File: src/rtl/pe_fanout_tx.sv
// Egress network interface: buffers PE packets in a small FIFO and replicates
// each one into FANOUT router flits with consecutive destinations, skipping SELF_ADDRESS.
module pe_fanout_tx #(
  parameter int PACKET_SIZE  = 32,
  parameter int DEST_WIDTH   = 4,
  parameter int FANOUT       = 4,
  parameter int DEST_BASE    = 0,
  parameter int SELF_ADDRESS = 1,
  parameter int DEPTH        = 4
) (
  input  logic                            clk,
  input  logic                            rst,
  input  logic                            PE_NI_valid,
  input  logic [PACKET_SIZE-1:0]          PE_NI_packet,
  output logic                            PE_NI_ready,
  output logic                            NI_R_valid,
  output logic [DEST_WIDTH+PACKET_SIZE-1:0] NI_R_flit,
  input  logic                            NI_R_ready,
  output logic [15:0]                     flit_count
);

  localparam int PTR_W = $clog2(DEPTH);
  localparam int CNT_W = PTR_W + 1;
  localparam int IDX_W = (FANOUT > 1) ? $clog2(FANOUT) : 1;

  typedef enum logic [1:0] {
    ST_EMPTY,
    ST_SEND,
    ST_SKIP
  } state_t;

  logic [PACKET_SIZE-1:0] mem [DEPTH];
  logic [PTR_W-1:0]       wr_ptr;
  logic [PTR_W-1:0]       rd_ptr;
  logic [CNT_W-1:0]       count;
  logic [IDX_W-1:0]       idx;
  logic [DEST_WIDTH-1:0]  dest;
  state_t                 state;
  logic                   push;
  logic                   advance;
  logic                   last_copy;
  logic                   pop;

  // Destination wraps naturally modulo 2^DEST_WIDTH.
  assign dest = DEST_WIDTH'(DEST_BASE) + DEST_WIDTH'(idx);

  // NOTE: every signal assigned in always_comb gets a default first so no latch is inferred.
  always_comb begin
    state = ST_EMPTY;
    if (count != '0) begin
      state = (dest == DEST_WIDTH'(SELF_ADDRESS)) ? ST_SKIP : ST_SEND;
    end
  end

  // All outputs are decoded from registered state only; no input-to-output path.
  assign PE_NI_ready = (count != CNT_W'(DEPTH));
  assign NI_R_valid  = (state == ST_SEND);
  assign NI_R_flit   = NI_R_valid ? {dest, mem[rd_ptr]} : '0;

  assign push      = PE_NI_valid && PE_NI_ready;
  assign advance   = (state == ST_SKIP) || ((state == ST_SEND) && NI_R_ready);
  assign last_copy = (idx == IDX_W'(FANOUT - 1));
  assign pop       = advance && last_copy;

  // NOTE: packet storage has no reset; the count gates every read, so stale data is never visible.
  always_ff @(posedge clk) begin
    if (push) begin
      mem[wr_ptr] <= PE_NI_packet;
    end
  end

  // NOTE: sequential state uses non-blocking assignments only, so all registers update together.
  always_ff @(posedge clk or posedge rst) begin
    if (rst) begin
      wr_ptr     <= '0;
      rd_ptr     <= '0;
      count      <= '0;
      idx        <= '0;
      flit_count <= '0;
    end else begin
      if (push) begin
        wr_ptr <= wr_ptr + PTR_W'(1);
      end
      if (pop) begin
        rd_ptr <= rd_ptr + PTR_W'(1);
      end
      case ({push, pop})
        2'b10:   count <= count + CNT_W'(1);
        2'b01:   count <= count - CNT_W'(1);
        default: count <= count;
      endcase
      if (advance) begin
        idx <= last_copy ? '0 : idx + IDX_W'(1);
      end
      if (NI_R_valid && NI_R_ready) begin
        flit_count <= flit_count + 16'd1;
      end
    end
  end

endmodule

File: config.mk
export PLATFORM = sky130hd
export DESIGN_NAME = pe_fanout_tx
export DESIGN_NICKNAME = d
export VERILOG_FILES = /design/src/rtl/pe_fanout_tx.sv
export SDC_FILE = /design/constraint.sdc
export NUM_CORES = 1
export LEC_CHECK = 0
export CORE_MARGIN = 4
export CORE_UTILIZATION = 25
export DETAILED_ROUTE_END_ITERATION = 10
export GPL_TIMING_DRIVEN = 0
export SETUP_SLACK_MARGIN = 0.02
export SYNTH_ARGS = -nofsm -noshare
export SYNTH_HDL_FRONTEND = slang
export SYNTH_SLANG_ARGS = --single-unit
File: constraint.sdc
create_clock -name clk -period 5.3 [get_ports clk]
set_input_delay 0.53 -clock clk [delete_from_list [all_inputs] [get_ports clk]]
set_output_delay 0.53 -clock clk [all_outputs]
set_load 0.01 [all_outputs]
; ---- Word level (Yosys, flattened, before mapping)
; Memory sizes are Yosys's and may differ from the RTL's.
; Index checks and enable logic that the tools add are counted.
[totals]
register_bits = 25
latchBits = 0
mem_bits_rw = 128
mem_bits_ro = 0
inputBits = 36
output_inout_bits = 54
wordCells = 32
mem_count = 1
[op_classes]
n_addsub = 6
multipliers = 0
div = 0
magnitude_cmp = 0
n_eq_ne = 7
n_shift = 0
n_mux = 7
bitwise = 0
reduce_logical = 6
[memory_table]
columns = name, depth, word_bits, read_ports, rd_ports_with_merged_regs, write_ports, line_no
row1 = mem, 4, 32, 1, 0, 1, 32  ; logic [PACKET_SIZE-1:0] mem [DEPTH];
[op_table]
columns = operator, n
row1 = 34-bit 2-to-1 mux, 1
row2 = "16-bit by 1-bit adder with 16-bit output, second input constant", 1
row3 = "2-bit by 1-bit adder with 2-bit output, second input constant", 3
row4 = "2-bit by 1-bit equality test with 1-bit output, second input constant", 3
row5 = "2-bit equality test, second input constant", 3
row6 = 2-bit 2-to-1 mux, 3
row7 = 3-bit one-hot mux with 2 select lines, 1
row8 = "3-bit by 1-bit adder with 3-bit output, second input constant", 1
row9 = 1-bit logical AND, 3
row10 = "3-bit != test, second input constant", 1
row11 = 3-bit nonzero test, 1
row12 = "3-bit by 1-bit subtractor with 3-bit output, second input constant", 1
row13 = 1-bit 2-to-1 mux, 2
row14 = 2-bit nonzero test, 1
row15 = 1-bit logical OR, 1

; ---- Longest topological paths before layout
[depth]
word_depth = 9
ltp_mapped = 10

; ---- Worst setup path after synthesis
; No wires, ideal clock.
[synth_timing]
path_type = register -> register
startpoint = reg idx[1]
endpoint = reg count[2]
setup_time_ps = 79
arrival_time_ps = 1962
path_slack_ps = 3259
path_stages_with_launch = 11
path_cell_list = dfrtp_1 > inv_1 > ha_1 > o32ai_1 > nor2_1 > ha_1 > inv_1 > fa_1 > xor2_1 > nor2_1 > xor2_1
[synth_via]
elab_chain_cells = 9
[synth_lines]
columns = item, line_no
row1 = start: declaration, 36  ; logic [IDX_W-1:0] idx;
row2 = start signal: assignment, 93  ; idx <= last_copy ? '0 : idx + IDX_W'(1);
row3 = 2-bit by 1-bit equality test with 1-bit output, 51  ; state = (dest == DEST_WIDTH'(SELF_ADDRESS)) ? ST_SKIP : ST_SEND;
row4 = 2-bit 2-to-1 mux, 51
row5 = 2-bit 2-to-1 mux, 50  ; if (count != '0) begin
row6 = 2-bit by 1-bit equality test with 1-bit output, 61  ; assign advance = (state == ST_SKIP) || ((state == ST_SEND) && NI_R_ready);
row7 = 1-bit logical AND, 61
row8 = 1-bit logical OR, 61
row9 = 1-bit logical AND (*), 63  ; assign pop = advance && last_copy;
row10 = via pop, 42  ; logic pop;
row11 = 2-bit by 1-bit equality test with 1-bit output / 2-bit equality test (equally long branches), 87  ; case ({push, pop})
row12 = 3-bit one-hot mux with 2 select lines / 2-bit nonzero test (equally long branches), -
row13 = end signal: assignment, 88  ; 2'b10: count <= count + CNT_W'(1);
row14 = end signal: assignment, 89  ; 2'b01: count <= count - CNT_W'(1);
row15 = end signal: assignment, 90  ; default: count <= count;
row16 = end: declaration, 35  ; logic [CNT_W-1:0] count;
; Mark *: on every way through the listed nets, which the timed path passes. The rest lies on a longest branch.
; A chain may end at the register's enable or synchronous reset.

; ---- Final worst setup path
[layout_timing]
startpoint = reg idx[0]
endpoint = out NI_R_flit[23]
[layout_via]
elab_chain_cells = 5
[layout_lines]
columns = item, line_no
row1 = 2-bit by 1-bit equality test with 1-bit output, 51
row2 = 2-bit 2-to-1 mux, 51
row3 = 2-bit 2-to-1 mux, 50
row4 = 2-bit by 1-bit equality test with 1-bit output, 57  ; assign NI_R_valid = (state == ST_SEND);
row5 = 34-bit 2-to-1 mux, 58  ; assign NI_R_flit = NI_R_valid ? {dest, mem[rd_ptr]} : '0;
row6 = end: declaration, 17  ; output logic [DEST_WIDTH+PACKET_SIZE-1:0] NI_R_flit,
; No other way between the ends.

==> flow_metrics.env <==
export IMPL_cts_made_buffers=17
export IMPL_cts_max_level=4
export IMPL_r2r_slack_ns=2.98
export IMPL_clk_latency_ns=0.42
export IMPL_multi_input_area_mm2=0.00155
export IMPL_start_util=0.253
export IMPL_cts_hold_buf=0
export IMPL_fin_ws_ns=2.01
export IMPL_grt_pass1_wl_um=20000
export IMPL_synthFlopType="edfxtp_1"
export IMPL_hold_path_depth=1
export IMPL_dieArea_mm2=0.0271
export IMPL_die_w_um=165
export IMPL_crit_type="reg -> out"
export IMPL_n_antenna_cell=0
export IMPL_drt_pass1_iter_count=4
export IMPL_whs_ns=0.487
export IMPL_seqCellArea_mm2=0.00447
export IMPL_synth_cells=323
export IMPL_worst_r2r_startpoint="idx[1]"
export IMPL_pre_cts_slack_ns=2.29
export IMPL_swShare=0.307
export IMPL_wl_per_cell_um=16.5
export IMPL_cts_tree="yes"
export IMPL_cp_max_fo=10
export IMPL_slew_violations=0
export IMPL_min_delay_start="flit_count[11]"
export IMPL_fin_crit_sh=0.621
export IMPL_r2r_end="count[2]"
export IMPL_seq_area_frac_synth=0.729
export IMPL_p_sw_uw=1430
export IMPL_yosys_top_cells_area="edfxtp_1, mux4_2, dfrtp_1"
export IMPL_power_frac_clock=0.259
export IMPL_overflow=0
export IMPL_reg2reg_depth=10
export IMPL_ir_drop_mv=0.262
export IMPL_wl_um=12800
export IMPL_start_kind="register"
export IMPL_synth_edf_count=128
export IMPL_cellLeakagePower_uw=0.00277
export IMPL_required_ns=4.77
export IMPL_drv_cap=0
export IMPL_fill_cells=2378
export IMPL_drive_gt1_frac=0.192
export IMPL_internal_power_uw=3230
export IMPL_pwr_share_seq=0.366
export IMPL_port_buffers=87
export IMPL_root_buffer="clkbuf_16"
export IMPL_final_core_util=0.334
export IMPL_path_clk_slew_ns=0.07
export IMPL_async_flop_share=0.163
export IMPL_status="completed"
export IMPL_nNetsFinal=479
export IMPL_via_count=3158
export IMPL_grt_setup_unrepaired="no"
export IMPL_syn_avg_cell_area_um2=19.0
export IMPL_drt_iter0_drc=176
export IMPL_cts_setup_buffers=0
export IMPL_yosys_warnings=0
export IMPL_power_density_mw_per_mm2=576
export IMPL_hp_class="reg -> reg"
export IMPL_core_area_mm2=0.0242
export IMPL_grt_total_usage=0.0993
export IMPL_yosys_area_top_type_share=0.627
export IMPL_synth_largest_area_cell="edfxtp_1"
export IMPL_grt_pass1_vias=3543
export IMPL_tns_ns=0
export IMPL_fin_skew_ns=0.0118
export IMPL_arrival_ns=2.76
export IMPL_die_h_um=165
export IMPL_end_kind="output pin"
export IMPL_synth_most_common_cell="edfxtp_1"
export IMPL_ys_top_cells_by_count="edfxtp_1, and2_1, mux4_2"
export IMPL_cts_sinks=153
export IMPL_io_pins=90
export IMPL_p_comb_frac=0.375
export IMPL_dp_hpwl_um=8720
export IMPL_syn_to_final_growth_pct=32.0
export IMPL_cts_resized=0
export IMPL_gp_congestion=0.757
export IMPL_syn_area_mm2=0.00613
export IMPL_std_cell_rows=57
export IMPL_hold_end="flit_count[11]"
export IMPL_drtAntennaViolNets=0
export IMPL_finalSetupViolCount=0
export IMPL_ys_types=32
export IMPL_slew_headroom=0.343
export IMPL_fmax_ghz=0.304
export IMPL_viasPerCell=4.10
export IMPL_worstMarginPinSlew_ns=0.984
export IMPL_grt_max_degree=26
export IMPL_ys_seq_elements=153
export IMPL_finalCriticalPeriod_ns=3.29
export IMPL_hold_violations=0
export IMPL_drc=0
export IMPL_antenna_found_initial=1
export IMPL_clk_path_buf_depth=2
export IMPL_finalPower_uw=4660
through the flow:
stage	instances	area [µm²]
floorplan	324	6140
global placement	735	7410
detailed placement	739	7500
CTS	771	8100
global route	771	8100
finish	771	8100
logic make-up (layout without fill, tap and decap cells):
logic type / Yosys count / after routing / synth area share
other: 1 / 2 / 0.000612
multiplexers: 35 / 35 / 0.123
XOR/XNOR: 21 / 21 / 0.0300
flip-flops: 153 / 153 / 0.729
buffers and inverters: 26 / 149 / 0.0192
AO/OA/AOI/OAI: 3 / 3 / 0.00347
adder cells (fa/ha/maj): 9 / 9 / 0.0196
AND/OR/NAND/NOR: 75 / 75 / 0.0755
power groups by stage:
| stage | sequential, µW | combinational (µW) | clock [µW] |
|---|---|---|---|
| floorplan | 1720 | 940 | 0 |
| global placement | 1730 | 1740 | 0 |
| detailed placement | 1740 | 1810 | 0 |
| CTS | 1710 | 1820 | 1240 |
| global route | 1740 | 1920 | 1290 |
| finish | 1710 | 1750 | 1210 |
state kept, by name, indices dropped and copies added (netlist names):
register	cells
flit_count	16
rd_ptr	2
idx	2
count	3
mem	128
wr_ptr	2
cell type report:
class,instances,area share
flip-flops and latches,153,0.552
multi-input cells,145,0.192
repair buffers,91,0.118
clock buffers,17,0.0525
well taps,324,0.0501
clock inverters,15,0.0206
plain buffers,14,0.00896
inverters,12,0.00556
worst max path at each step:
stage | startpoint | to | depth (start not counted) | slack [ns]
after floorplan | idx[1] | count[2] | 10 | 3.26
after global placement | PE_NI_valid | mem[3][22] | 2 | 2.25
after detailed placement | idx[0] | NI_R_flit[25] | 5 | 2.29
after CTS | idx[0] | NI_R_flit[23] | 5 | 1.81
after global routing | idx[0] | NI_R_flit[23] | 5 | 1.66
final | idx[0] | NI_R_flit[23] | 5 | 2.01
worst max-delay path, stage by stage, from the launching register on:
cell and delay, ns:
dfrtp_1 0.42, ha_1 0.27, nor2_1 0.44, clkbuf_1 0.45, and2_1 0.23, clkdlybuf4s50_1 0.54
routing by layer:
layer	part of all wire	vias to the layer above	wire length (µm)	track usage
met5	0.0010	-	13	0
met4	0.011	2	134	0.0295
met3	0.047	12	594	0.0317
met2	0.51	71	6540	0.172
met1	0.43	1619	5480	0.118
li1	-	1454	-	-
layout by cell type (no fill, tap or decap), types with 2 or more instances in the layout:
cell and instances:
and2_1 34, clkdlybuf4s50_1 87, clkinvlp_4 2, xor2_1 11, clkbuf_1 7, buf_12 3, nor3_2 3, bufinv_16 2
buf_4 2, nand2_1 8, nand3_1 6, inv_1 12, mux4_2 32, xnor2_1 10, clkbuf_16 17, inv_8 3
dfrtp_1 25, inv_6 4, nor2_1 7, nor3_1 4, buf_2 4, mux2_2 2, conb_1 2, edfxtp_1 128
and3_2 4, ha_1 8, and4_1 2
No activity file was read; power rests on OpenSTA's default activity.
